### config.mk
export PLATFORM = sky130hd
export DESIGN_NAME = key_scan
export DESIGN_NICKNAME = d
export VERILOG_FILES = /design/src/rtl/key_pkg.sv /design/src/rtl/key_debounce.sv /design/src/rtl/key_scan.sv
export SDC_FILE = /design/constraint.sdc
export NUM_CORES = 1
export LEC_CHECK = 0
export CAP_MARGIN = 40
export CELL_PAD_IN_SITES_DETAIL_PLACEMENT = 0
export CELL_PAD_IN_SITES_GLOBAL_PLACEMENT = 1
export CORE_MARGIN = 2
export CORE_UTILIZATION = 48
export CTS_CLUSTER_DIAMETER = 40
export DETAILED_ROUTE_END_ITERATION = 10
export PLACE_DENSITY = 0.88
export RECOVER_POWER = 25
export SYNTH_ARGS = -nofsm -noshare
export SYNTH_HDL_FRONTEND = slang
export SYNTH_SLANG_ARGS = --single-unit
### constraint.sdc
create_clock -name sys_clk -period 5.81 [get_ports sys_clk]
set_clock_uncertainty 0.2 [all_clocks]
set_input_delay 1.4525 -clock sys_clk [delete_from_list [all_inputs] [get_ports sys_clk]]
set_output_delay 1.4525 -clock sys_clk [all_outputs]
set_load 0.05 [all_outputs]
### src/rtl/key_pkg.sv
// Shared constants and types for the key scanner: key indices, mode codes,
// the repeat-FSM state type and the debug bundle exposed by key_scan.
package key_pkg;

    // Bit positions inside the raw key bus
    localparam int KEY_MODE = 0;
    localparam int KEY_FRE  = 1;
    localparam int KEY_PHA  = 2;
    localparam int NUM_KEYS = 3;

    // Waveform mode codes, stepped in this order by the mode key
    localparam logic [1:0] MODE_0 = 2'b00;
    localparam logic [1:0] MODE_1 = 2'b01;
    localparam logic [1:0] MODE_2 = 2'b10;
    localparam logic [1:0] MODE_3 = 2'b11;

    // Hold-to-repeat state of a freq/phase key
    typedef enum logic [1:0] {
        IDLE = 2'd0,
        HOLD = 2'd1,
        RPT  = 2'd2
    } rpt_state_e;

    // Internal state made visible for checkers; not used by the DDS datapath
    typedef struct packed {
        logic [2:0] stb;        // debounced level per key, 1 = released
        logic [2:0] press;      // one-cycle press event per key
        logic [2:0] rel;        // one-cycle release event per key
        rpt_state_e fre_state;  // freq key repeat FSM
        rpt_state_e pha_state;  // phase key repeat FSM
    } key_dbg_t;

    // Counter width for a count of n cycles; never below one bit
    function automatic int unsigned cnt_width(input int unsigned n);
        return (n <= 2) ? 1 : $clog2(n);
    endfunction

    // Next mode code, wrapping 11 -> 00
    function automatic logic [1:0] next_mode(input logic [1:0] m);
        return m + 2'd1;
    endfunction

endpackage

### src/rtl/key_debounce.sv
// Single-key front end: two-flop synchroniser followed by a counter debounce.
// The accepted level only moves after DEB_CYC consecutive disagreeing samples;
// press_o / release_o are one-cycle pulses in the cycle the level flips.
module key_debounce
    import key_pkg::*;
#(
    parameter int unsigned DEB_CYC = 1_000_000
) (
    input  logic clk_i,
    input  logic rst_i,
    input  logic key_i,      // raw, active-low, asynchronous
    output logic stb_o,      // accepted level, 1 = released
    output logic press_o,    // one-cycle pulse on 1 -> 0 of stb
    output logic release_o   // one-cycle pulse on 0 -> 1 of stb
);

    localparam int unsigned   CW       = cnt_width(DEB_CYC);
    localparam logic [CW-1:0] CNT_LAST = CW'(DEB_CYC - 1);

    logic          sync1_q;
    logic          sync2_q;
    logic          stb_q,     stb_d;
    logic [CW-1:0] cnt_q,     cnt_d;
    logic          press_q,   press_d;
    logic          release_q, release_d;

    // Synchronise the raw pin; both stages idle at "released"
    always_ff @(posedge clk_i or posedge rst_i) begin
        if (rst_i) begin
            sync1_q <= 1'b1;
            sync2_q <= 1'b1;
        end else begin
            sync1_q <= key_i;
            sync2_q <= sync1_q;
        end
    end

    // Count consecutive disagreements; accept the new level on the last one
    always_comb begin
        stb_d     = stb_q;
        cnt_d     = '0;
        press_d   = 1'b0;
        release_d = 1'b0;
        if (sync2_q != stb_q) begin
            if (cnt_q == CNT_LAST) begin
                stb_d     = sync2_q;
                press_d   = ~sync2_q;
                release_d = sync2_q;
            end else begin
                cnt_d = cnt_q + 1'b1;
            end
        end
    end

    // Debounce state and event registers
    always_ff @(posedge clk_i or posedge rst_i) begin
        if (rst_i) begin
            stb_q     <= 1'b1;
            cnt_q     <= '0;
            press_q   <= 1'b0;
            release_q <= 1'b0;
        end else begin
            stb_q     <= stb_d;
            cnt_q     <= cnt_d;
            press_q   <= press_d;
            release_q <= release_d;
        end
    end

    assign stb_o     = stb_q;
    assign press_o   = press_q;
    assign release_o = release_q;

endmodule

### src/rtl/key_scan.sv
// Key scanner for the DDS generator: debounces the mode, freq and phase keys,
// steps the 2-bit mode code on each mode press and produces one-cycle
// fre_adjust / pha_adjust pulses with hold-to-repeat.
// Event semantics: every press/release/adjust signal is a single-cycle pulse
// with no handshake; consumers must sample it on the cycle it is high.
module key_scan
    import key_pkg::*;
#(
    parameter int unsigned DEB_CYC   = 1_000_000,
    parameter int unsigned HOLD_CYC  = 25_000_000,
    parameter int unsigned RPT_CYC   = 5_000_000,
    parameter logic [1:0]  MODE_INIT = MODE_1
) (
    input  logic       sys_clk,
    input  logic       sys_rst,
    input  logic [2:0] key_in,
    output logic [1:0] mode_key,
    output logic       fre_adjust,
    output logic       pha_adjust,
    output key_dbg_t   dbg_o
);

    localparam int unsigned   TMR_MAX   = (HOLD_CYC > RPT_CYC) ? HOLD_CYC : RPT_CYC;
    localparam int unsigned   TW        = cnt_width(TMR_MAX);
    localparam logic [TW-1:0] HOLD_LAST = TW'(HOLD_CYC - 1);
    localparam logic [TW-1:0] RPT_LAST  = TW'(RPT_CYC - 1);

    logic [2:0] key_stb;
    logic [2:0] key_press;
    logic [2:0] key_release;

    for (genvar k = 0; k < NUM_KEYS; k++) begin : g_deb
        key_debounce #(
            .DEB_CYC (DEB_CYC)
        ) u_deb (
            .clk_i     (sys_clk),
            .rst_i     (sys_rst),
            .key_i     (key_in[k]),
            .stb_o     (key_stb[k]),
            .press_o   (key_press[k]),
            .release_o (key_release[k])
        );
    end

    // ---------------------------------------------------------------- mode
    logic [1:0] mode_q, mode_d;

    // Advance the mode code once per debounced mode press
    always_comb begin
        mode_d = mode_q;
        if (key_press[KEY_MODE]) begin
            mode_d = next_mode(mode_q);
        end
    end

    // Mode code register
    always_ff @(posedge sys_clk or posedge sys_rst) begin
        if (sys_rst) begin
            mode_q <= MODE_INIT;
        end else begin
            mode_q <= mode_d;
        end
    end

    // ------------------------------------------------------ repeat FSMs
    // Index 0 serves the freq key, index 1 the phase key.
    rpt_state_e rpt_state [2];
    logic [1:0] rpt_pulse;

    for (genvar r = 0; r < 2; r++) begin : g_rpt
        rpt_state_e    state_q, state_d;
        logic [TW-1:0] tmr_q,   tmr_d;
        logic          pulse_q, pulse_d;
        logic          press_w;
        logic          release_w;

        assign press_w   = key_press[KEY_FRE + r];
        assign release_w = key_release[KEY_FRE + r];

        // Next state: pulse on press, after the hold delay, then every repeat
        // period; a release wins over a timer expiry in the same cycle
        always_comb begin
            state_d = state_q;
            tmr_d   = tmr_q;
            pulse_d = 1'b0;
            case (state_q)
                IDLE: begin
                    if (press_w) begin
                        pulse_d = 1'b1;
                        state_d = HOLD;
                        tmr_d   = '0;
                    end
                end
                HOLD: begin
                    if (release_w) begin
                        state_d = IDLE;
                        tmr_d   = '0;
                    end else if (tmr_q == HOLD_LAST) begin
                        pulse_d = 1'b1;
                        state_d = RPT;
                        tmr_d   = '0;
                    end else begin
                        tmr_d = tmr_q + 1'b1;
                    end
                end
                RPT: begin
                    if (release_w) begin
                        state_d = IDLE;
                        tmr_d   = '0;
                    end else if (tmr_q == RPT_LAST) begin
                        pulse_d = 1'b1;
                        tmr_d   = '0;
                    end else begin
                        tmr_d = tmr_q + 1'b1;
                    end
                end
                default: begin
                    state_d = IDLE;
                    tmr_d   = '0;
                end
            endcase
        end

        // Repeat FSM state, timer and registered pulse
        always_ff @(posedge sys_clk or posedge sys_rst) begin
            if (sys_rst) begin
                state_q <= IDLE;
                tmr_q   <= '0;
                pulse_q <= 1'b0;
            end else begin
                state_q <= state_d;
                tmr_q   <= tmr_d;
                pulse_q <= pulse_d;
            end
        end

        assign rpt_state[r] = state_q;
        assign rpt_pulse[r] = pulse_q;
    end

    // ------------------------------------------------------------ outputs
    assign mode_key   = mode_q;
    assign fre_adjust = rpt_pulse[0];
    assign pha_adjust = rpt_pulse[1];

    assign dbg_o.stb       = key_stb;
    assign dbg_o.press     = key_press;
    assign dbg_o.rel       = key_release;
    assign dbg_o.fre_state = rpt_state[0];
    assign dbg_o.pha_state = rpt_state[1];

endmodule

After elaboration in Yosys (flattened, before gate mapping)
Index checks and enable logic that the tools add are counted.
Widths: inputs -> output; s select.

word-level totals
  register bits after elaboration = 133
  logic and storage cells = 113

cells by class
  reduce and logical (&&, ||, !) cells = 7
  $add $sub $neg = 6
  multiplexer cells = 52
  eq/ne operators = 20
  bitwise logic cells = 3

operators by type and width
  cell                   number
  $mux 25                10
  $pmux 25 s3            2
  $mux 20                6
  $add 20x1->20 const B  3
  $eq 20x20->1 const B   3
  $add 25x1->25 const B  2
  $eq 25x23->1 const B   2
  $eq 25x25->1 const B   2
  $mux 1                 22
  $mux 2                 8
  $pmux 2 s3             2
  $ne 2x1->1 const B     4
  $ne 3x2->1 const B     2
  $pmux 1 s3             2
  $reduce_and 2->1       3
  $reduce_and 3->1       2
  $eq 2x1->1 const B     2
  $eq 2x2->1 const B     2
  $logic_not 2->1        2
  $ne 1x1->1             3
  $not 1->1              3
  $add 2x1->2 const B    1

Longest topological paths before layout
  depth in word-level cells = 4
  gate-level depth with buffers = 8

By module
From an unflattened synthesis, not the netlist that was laid out.

unflattened totals
  cells, all modules = 807
  area total of the unflattened synthesis = 7547.2 sq um

modules (own cells, without submodules)
  module        cells an instance  seq. area each (sq um)  area each (sq um)  instances
  key_scan      474                1452.6                  3970.1             1
  key_debounce  111                629.4                   1192.4             3

Worst setup path after synthesis
Ideal clock, no wire load.

  path kind = reg-to-reg
  start point = register g_rpt[0].state_q[0]
  end point = register g_rpt[0].tmr_q[15]
  data required time = 5.523 ns
  slack = 3.228 ns
  arrival = 2.296 ns
  cell stages (with the launch flop) = 9
  setup time = 0.087 ns
  cells stage by stage = dfrtp_1 > inv_1 > ha_1 > nor2b_1 > clkbuf_1 > nor3b_1 > clkbuf_1 > o2111ai_1 > o211ai_1

on the way
  longest elaborated chain between the ends = 2

RTL lines
  element                                           line             RTL
  start, declared                                   key_scan.sv:71   rpt_state_e state_q, state_d;
  start signal, assigned                            key_scan.sv:131  state_q <= state_d;
  $eq 2x2->1 (tied with other cells)                key_scan.sv:86   case (state_q)
  $pmux 25 s3 / $ne 2x1->1 (equally long branches)  -
  end signal, assigned                              key_scan.sv:132  tmr_q <= tmr_d;
  end, declared                                     key_scan.sv:72   logic [TW-1:0] tmr_q, tmr_d;

Parallel ways exist; a longest one is shown, timed or not.
A chain may end at the register's enable or synchronous reset.

Worst setup path after layout
  start point = register g_rpt[0].state_q[1]
  end point = output dbg_o[3] in the netlist's numbering

RTL lines
  element        line            RTL
  end, declared  key_scan.sv:20  output key_dbg_t dbg_o

No word-level cell between the ends.

==> impl_metrics.tcl <==
set metrics [dict create \
    status "finished, violations left" \
    violations "max-capacitance violations, max-slew violations" \
    yosys.area.top_type "dfrtp_1" \
    drive_gt1_frac 0.09816 \
    synth-seq-cells 133 \
    drc_errors 0 \
    final_util 0.5472 \
    ys.flop_type "dfrtp_1" \
    end_kind "output port" \
    io_pins 22 \
    gp_congestion 0.8511 \
    fin_crit_ns 3.453 \
    dieHeight_um 127.7 \
    wl_per_cell_um 15.82 \
    ir_drop_v 0.0002037 \
    worstPathArrival_ns 1.80 \
    setup_violations 0 \
    whs_ns 0.1568 \
    synth_top_area_frac 0.4194 \
    crit_slowest_cell "clkdlybuf4s50_1" \
    cts.sinks 133 \
    worst_pin_slew_ns 1.528 \
    crit_type "reg -> out" \
    power.density_nw_per_um2 245.1 \
    placementRows 45 \
    tns_ns 0 \
    preCtsSetupSlack_ns 2.731 \
    ant_nets 0 \
    htree_levels 4 \
    postCtsHoldBufs 0 \
    first_iter_violations 449 \
    async_flop_share 1.000 \
    crit_path_cell_trace "clkdlybuf4s50_1" \
    chipWidth_um 127.7 \
    critPathBufInv 1 \
    core_um2 15090 \
    grt_first_pass_wirelength_um 27690 \
    synth_nets 813 \
    num_vias 5849 \
    area_delta_synth_final_pct 12.50 \
    portBuffers 21 \
    finalCritPeriodShare 0.5943 \
    clk_latency_ns 0.42 \
    fillCellCount 1331 \
    cp_max_fo 7 \
    rsz0062_at_grt "no" \
    cts_tree "built" \
    cts_made_buffers 17 \
    clockBufferDepth 2 \
    dpl.hpwl_um 10550 \
    dieArea_um2 16300 \
    leakage_nw 3.372 \
    multi_input_area_um2 3665 \
    ys_warn_count 0 \
    finalHoldViolCount 0 \
    synth-edff-count 0 \
    fin_nets 820 \
    slowest_delay_ns 0.88 \
    cp.required_ns 4.16 \
    root_buffer "clkbuf_16" \
    antenna_found_initial 0 \
    netlist_instances 795 \
    fin_ws_ns 2.357 \
    grt_pass1_vias 5747 \
    drtPass1Iterations 5 \
    post_cts_buffers 0 \
    slew_viol_final 31 \
    routed_via_density 5.832 \
    n_antenna_cell 0 \
    crit_path_start_kind "flop" \
    maxCapViolCount 1 \
    max_freq_mhz 289.6 \
    grt_max_degree 57 \
    synth_cell_types 58 \
    grt-ovfl-total 0 \
    slew_headroom -0.02453 \
    min_path_type "reg -> reg" \
    synth_area_leaders "dfrtp_1 42%, xnor2_1 6.0%, nand2_1 5.6%" \
    critPathTopFamily "buffers and inverters" \
    final_area_um2 8257 \
    synth.avg_cell_area_um2 9.232 \
    r2r_setup_slack_ns 2.92 \
    path_clk_slew_ns 0.06 \
    seq_area_frac_synth 0.4552 \
    place_area_um2 7676 \
    syn_area_um2 7340 \
    final-seq-area_um2 3341 \
    cts_resized 0 \
    start_util 0.4864 \
    drt_wl_total_um 15870 \
    track_usage 0.2088 \
]
==> worst reg2reg max path, cell delays in order, from the launching register on <==
cell and delay [ns]:
dfrtp_1 0.46, or4_1 0.55, nor4_2 0.34, a31oi_1 0.16
o21ai_1 0.74, o21ai_0 0.27
==> Yosys cell counts, types with 4 or more instances <==
cell / n
a21boi_0: 5
a22oi_1: 5
and2_1: 15
and3_1: 14
and4_1: 10
buf_2: 12
buf_4: 11
clkbuf_1: 19
dfrtp_1: 123
dfstp_2: 10
ha_1: 13
inv_1: 32
nand2_1: 109
nand3_1: 42
nand4_1: 21
nor2_1: 96
nor2b_1: 5
nor3_1: 19
nor3b_1: 12
nor4_1: 16
nor4_2: 4
o2111ai_1: 10
o211ai_1: 10
o21a_1: 6
o21ai_0: 17
o221ai_1: 25
o31a_1: 4
or2_2: 6
or3_1: 7
or4_1: 5
xnor2_1: 50
xor2_1: 19
==> logic make-up (layout without fill, tap and decap cells) <==
logic type                 Yosys count  after routing  share of synthesized area
and+or+nand+nor                    400            400                     0.2826
DFF                                133            133                     0.4552
AOI/OAI and AO/OA                  101            101                     0.1062
buffers and inverters               76             96                    0.04688
xor gates and xnor gates            69             69                    0.08234
adders and majority gates           13             13                    0.02216
muxes                                3              3                   0.004602
==> final timing paths <==
kind                                   startpoint                      to  depth (start not counted)
max                           g_rpt[0].state_q[1]                dbg_o[3]                          1
min reg2reg                g_deb[0].u_deb.sync1_q  g_deb[0].u_deb.sync2_q                          0
max reg2reg                    g_rpt[1].tmr_q[16]      g_rpt[1].tmr_q[22]                          5
max in group asynchronous                 sys_rst       g_rpt[0].tmr_q[2]                          4
min                        g_deb[0].u_deb.sync1_q  g_deb[0].u_deb.sync2_q                          0
min in group asynchronous                 sys_rst              pha_adjust                          2
==> per-layer routing <==
| metal | part of all wire | vias up | track usage |
|---|---|---|---|
| li1 | - | 2815 | - |
| met1 | 0.46 | 2917 | 0.2816 |
| met2 | 0.49 | 95 | 0.3391 |
| met3 | 0.029 | 22 | 0.03756 |
| met4 | 0.018 | 0 | 0.07822 |
| met5 | 0 | - | 0 |
==> through the flow <==
step                power [mW]  std cells
finish                   2.024       1003
detailed placement       1.000        971
floorplan               0.9836        795
global route             2.101       1003
CTS                      2.051       1003
global placement        0.9957        970
==> power breakdown <==
part / switching [mW] / leakage (nW) / total [mW] / internal, mW
Clock: 0.410 / 0.283 / 1.04 / 0.632
Combinational: 0.0291 / 1.27 / 0.0398 / 0.0107
Sequential: 0.00611 / 1.82 / 0.942 / 0.936
==> cell type report <==
type                    count  area share
clock inverters            15     0.01894
clock buffers              17     0.05152
well taps                 188     0.02849
inverters                  32     0.01470
flip-flops and latches    133      0.4046
repair buffers             32     0.03788
multi-input cells         586      0.4439
==> layout by cell type (no fill, tap or decap), types with 13 or more instances in the layout <==
master             n
o21ai_0           17
nor4_1            16
clkbuf_16         17
nor3_1            19
and3_1            14
xnor2_1           50
o221ai_1          25
nor2_1            96
xor2_1            19
dfrtp_1          123
ha_1              13
inv_1             31
nand2_1          109
nand3_1           42
and2_1            14
nand4_1           21
clkdlybuf4s50_1   17
==> flip-flops by register name, summed over array words and instances (netlist names) <==
register               cells
g_deb.u_deb.press_o        3
g_rpt.tmr_q               50
g_deb.u_deb.release_o      3
g_rpt.state_q              4
mode_key                   2
g_deb.u_deb.sync1_q        3
g_deb.u_deb.stb_o          3
fre_adjust                 1
g_deb.u_deb.cnt_q         60
g_deb.u_deb.sync2_q        3
pha_adjust                 1
Note: power is estimated with default switching activity, not from simulation.
